## config.mk

```make
export PLATFORM = sky130hd
export DESIGN_NAME = fifo_umbral
export DESIGN_NICKNAME = d
export VERILOG_FILES = /design/src/rtl/fifo_umbral.sv
export SDC_FILE = /design/constraint.sdc
export NUM_CORES = 1
export LEC_CHECK = 0
export ABC_AREA = 1
export CORE_MARGIN = 2
export CORE_UTILIZATION = 60
export CTS_CLUSTER_DIAMETER = 150
export DETAILED_ROUTE_END_ITERATION = 10
export PLACE_DENSITY = 0.8
export SYNTH_ARGS = -nofsm -noshare
export SYNTH_HDL_FRONTEND = slang
export SYNTH_SLANG_ARGS = --single-unit
```

## constraint.sdc

```tcl
create_clock -name clk -period 4.05 [get_ports clk]
set_input_delay 0.81 -clock clk [delete_from_list [all_inputs] [get_ports clk]]
set_output_delay 0.81 -clock clk [all_outputs]
set_load 0.05 [all_outputs]
```

## src/rtl/fifo_umbral.sv

```systemverilog
// Synchronous FIFO with programmable almost-full/almost-empty thresholds and an error flag.
// Define FIFO_UMBRAL_ERR_STICKY_EN to make err_sig hold until reset instead of pulsing.
module fifo_umbral #(
  parameter int unsigned DATA_W = 6,
  parameter int unsigned ADDR_W = 3
) (
  input  logic              clk,
  input  logic              reset,
  input  logic              push,
  input  logic [DATA_W-1:0] data_in,
  input  logic              pop,
  input  logic [ADDR_W-1:0] full_umbral_in,
  input  logic [ADDR_W-1:0] empty_umbral_in,
  output logic [DATA_W-1:0] data_out,
  output logic              valid_out,
  output logic              fifo_empty,
  output logic              fifo_full,
  output logic              almost_empty,
  output logic              almost_full,
  output logic              err_sig,
  output logic [ADDR_W:0]   count
);

  localparam int unsigned Depth = 2 ** ADDR_W;
  localparam logic [ADDR_W:0] FullCnt = (ADDR_W + 1)'(Depth);

  logic [DATA_W-1:0] r_mem [Depth];
  logic [ADDR_W-1:0] r_wr_ptr;
  logic [ADDR_W-1:0] r_rd_ptr;
  logic [ADDR_W:0]   r_count;
  logic [DATA_W-1:0] r_data_out;
  logic              r_valid;
  logic              r_err;

  logic w_pop_ok;
  logic w_push_ok;
  logic w_err;

  // Flags derive from the count register only, so they never glitch on push/pop.
  always_comb begin
    fifo_empty   = (r_count == '0);
    fifo_full    = (r_count == FullCnt);
    almost_full  = (r_count >= {1'b0, full_umbral_in});
    almost_empty = (r_count <= {1'b0, empty_umbral_in});
  end

  always_comb begin
    w_pop_ok  = pop && !fifo_empty;
    // A pop on the same edge frees a slot, so a full FIFO can still accept the push.
    w_push_ok = push && (!fifo_full || w_pop_ok);
    w_err     = (push && fifo_full && !w_pop_ok) || (pop && fifo_empty);
  end

  always_ff @(posedge clk) begin
    if (w_push_ok && !reset) begin
      r_mem[r_wr_ptr] <= data_in;
    end
  end

  always_ff @(posedge clk) begin
    if (reset) begin
      r_wr_ptr   <= '0;
      r_rd_ptr   <= '0;
      r_count    <= '0;
      r_data_out <= '0;
      r_valid    <= 1'b0;
      r_err      <= 1'b0;
    end else begin
      r_valid <= w_pop_ok;
      if (w_push_ok) begin
        r_wr_ptr <= r_wr_ptr + ADDR_W'(1);
      end
      if (w_pop_ok) begin
        r_data_out <= r_mem[r_rd_ptr];
        r_rd_ptr   <= r_rd_ptr + ADDR_W'(1);
      end
      unique case ({w_push_ok, w_pop_ok})
        2'b10:   r_count <= r_count + (ADDR_W + 1)'(1);
        2'b01:   r_count <= r_count - (ADDR_W + 1)'(1);
        default: r_count <= r_count;
      endcase
`ifdef FIFO_UMBRAL_ERR_STICKY_EN
      r_err <= r_err || w_err;
`else
      r_err <= w_err;
`endif
    end
  end

  assign data_out  = r_data_out;
  assign valid_out = r_valid;
  assign err_sig   = r_err;
  assign count     = r_count;

endmodule
```

==> results of run 1 <==
==> placed cells by master, fill, tap and decap left out, drive strengths merged <==
cell type	synthesis	layout
edfxtp	48	48
nand2	35	35
clkdlybuf4s50	0	31
inv	28	29
nor2	25	25
o21ai	21	21
nand3	20	20
dfxtp	18	18
mux2i	12	12
o221ai	12	12
ha	9	9
clkbuf	4	9
a21oi	8	8
buf	5	5
nor3	4	4
clkinv	0	4
nand4	2	2
xnor2	2	2
clkinvlp	0	2
a21boi	1	1
nand3b	1	1
a32oi	1	1
o211ai	1	1
==> sequential cells by signal, summed over array words and instances, names as in the netlist <==
signal and flops:
r_mem 48, data_out 6, count 4, r_rd_ptr 3, r_wr_ptr 3, err_sig 1
valid_out 1
==> worst min path at each step <==
stage / from / end / depth (start not counted)
floorplan: r_wr_ptr[2]$_SDFFE_PP0P_ / r_wr_ptr[2]$_SDFFE_PP0P_ / 2
detailed placement: data_out[5]$_SDFFE_PP0N_ / data_out[5]$_SDFFE_PP0N_ / 2
global route: data_out[5]$_SDFFE_PP0N_ / data_out[5]$_SDFFE_PP0N_ / 2
CTS: data_out[5]$_SDFFE_PP0N_ / data_out[5]$_SDFFE_PP0N_ / 2
finish: data_out[5]$_SDFFE_PP0N_ / data_out[5]$_SDFFE_PP0N_ / 2
global placement: data_out[5]$_SDFFE_PP0N_ / data_out[5]$_SDFFE_PP0N_ / 2
==> layout make-up <==
class / instances / area [sq um]
tap: 54 / 67.56
inverter: 28 / 107.6
clock inverter: 7 / 45.04
fill: 328 / 1235
timing repair buffer: 36 / 347.8
clock buffer: 9 / 123.9
sequential: 66 / 1802
multi-input combinational: 154 / 963.4
==> cells by family after synthesis <==
family,count (synthesis)
fa+ha+maj,9
xor+xnor,2
mux,12
flops,66
compound gates,44
buf+inv,37
simple gates,87
==> power by group through the flow <==
stage          clock (uW)  sequential, uW  combinational, uW
3_3_place_gp            0             829                568
5_1_grt               524             824                629
4_1_cts               492             816                585
6_report              484             817                583
3_5_place_dp            0             831                581
2_1_floorplan           0             906                338
==> Yosys cell counts, drive strengths merged <==
cell | n | area [sq um]
mux2i | 12 | 120.1
nand2 | 35 | 168.9
nand3 | 20 | 112.6
buf | 5 | 31.28
edfxtp | 48 | 1441
nor2 | 25 | 113.9
o21ai | 21 | 105.1
nor3 | 4 | 20.02
o211ai | 1 | 7.510
clkbuf | 4 | 15.01
o221ai | 12 | 105.1
a21boi | 1 | 7.510
a21oi | 8 | 43.79
xnor2 | 2 | 17.52
dfxtp | 18 | 360.4
inv | 28 | 107.6
nand3b | 1 | 7.510
nand4 | 2 | 12.51
ha | 9 | 112.6
a32oi | 1 | 8.760
==> worst max-delay path, cell delays in order <==
cell	delay, ns
clkdlybuf4s50_1	0.46
inv_1	0.04
ha_1	0.31
a21oi_1	0.16
a32oi_1	0.07
nor2_1	0.09
clkdlybuf4s50_1	0.80
==> per-layer routing <==
layer	share of wire, %	track usage, %
met1	45	33.18
met2	46	33.33
met3	7.9	8.505
met4	1.4	9.899
met5	0	0
==> metrics by stage <==
step                cell area [sq um]  worst slack [ns]
global route                     3457            0.4255
finish                           3457            0.5069
floorplan                        2919             1.250
CTS                              3457            0.4883
global placement                 3288            0.5402
detailed placement               3288            0.4900
==> impl_results.md, run 1 <==
* CTS buffer count at 9
* Logic pwr share at 30.9%
* Syn nets at 282
* HPWL after DPL at 3886 um
* Critical path arrival at roughly 2.7 ns
* CP Max Fanout at 3
* Routed vias at between 2k and 2.5k
* Insertion delay to the later sink of the worst-skew pair at 0.35 ns
* FF+latch count, synth at 66
* TNS Setup at 0 ns
* Post-Syn Area at 2919 sq um
* CP startpoint kind: primary input
* R2R setup slack at 1.98 ns
* N_diodes at 0
* Final min period at 3.543 ns
* Initial core utilization at 62.21%
* Final ANT Viol Nets at 0
* Yosys warnings at 0
* Residual DRC at 0
* Number of global-route vias before repair at 1789
* Pleak at roughly 0.0013 uW
* Period Utilization, post-route at slightly below 90%
* Max Slew Vio Count at 0
* Chip width at 73.75 um
* Drt pass-1 iters at 4
* Core area at between 4000 and 5000 sq um
* P_sw at 699.2 uW
* Post-CTS Setup Inserts at 0
* Post-synthesis simple-gate area fraction at between 10% and 20%
* Worst vdd ir at roughly 0.30 mV
* Post-Synthesis Cells at around 260
* Remaining Overflow, GRT at 0
* CTS tree: built
* Crit Path Class: primary input to primary output
* Slew headroom at between 50% and 60%
* R2R cell count at 8
* Row count at 25
* Largest net degree at the start of global routing at 27
* CP Capture Type: primary output
* Seq/Total Area, Yosys at 61.72%
* Longest Clk Path Bufs at 2
* RSZ-0062 raised after global routing: no
* Global-route wire length before repair at 9052 um
* Antenna violations before repair at 0
* R2r endpoint: r_mem[3][5]$_DFFE_PP_
* Cell Int Power at 1185 uW
* Synth unique cells at 30
* Root Driver: clkbuf_8
* Area grow syn2layout at 18.43%
* Main combinational cell family by area after synthesis: simple AND/OR/NAND/NOR gates
* CP endpoint: almost_empty
* Syn avg cell area at around 11 sq um
* Clk slew on worst S/H paths at 0.08 ns
* Clock network fraction of total power at 25.7%
* Total power at 1885 uW
* Mux contribution to synthesized area at 4.115%
* Die H at 73.75 um
* Initial DRC count at 349
* Outcome: finished clean
* Final core utilization at 73.68%
* # IOs at 32
* PwrDens at 545.1 nW/um^2
* PortBufs at 31
* Hold Path Class: flip-flop to flip-flop
* Hold Worst Slack at approximately 0.47 ns
* Nets at 320
* Switching fraction of total power at 37.10%
* Fmax at 282.2 MHz
* Sequential share of power at 43.4%
* Wire length per cell at 16.53 um
* Gpl congestion at 0.7658
* Clock sinks at 66
* Worst flop-to-flop path startpoint: count[2]$_SDFFE_PP0P_
* Via density at around 5.8
* Critical Path RT at 3.24 ns
* Cell Count, Final, Fillers Out at 354
* Clk_skew at 0.008806 ns
* Die area at 5439 sq um
* Final hold violation count at 0
* Hold buffer count at CTS at 0
* GRT Total Usage at between 20% and 30%
* Placed Instances at approximately 340
* XOR/XNOR share of the synthesized area at less than 1%
* Layout cells sized above 1 at a little under an eighth
* H-tree Lvls at 3
* Post-Synth Adder-Cell Area at 3.858%
* WL final at 5853 um
* Max capacitance violation total at 0
* Worst Setup SP: empty_umbral_in[2]
* Gates resized, CTS repair at 0
* Actual slew at the worst max-slew pin at 0.7260 ns
* Final setup viols at 0
* Complex-gate fraction of the synthesized area at 9.516%
(Power assumes the default switching activity.)
==> run 2, diff against run 1 <==
CTS_CLUSTER_DIAMETER = 60   (was 150)
==> results of run 2 <==
Final layout, timing and power as in run 1 (identical DEF).
==> run 3, diff against run 2 <==
CTS_BUF_LIST = sky130_fd_sc_hd__clkbuf_4 sky130_fd_sc_hd__clkbuf_8   (was not set)
==> results of run 3 <==
Final layout, timing and power as in run 1 (identical DEF).
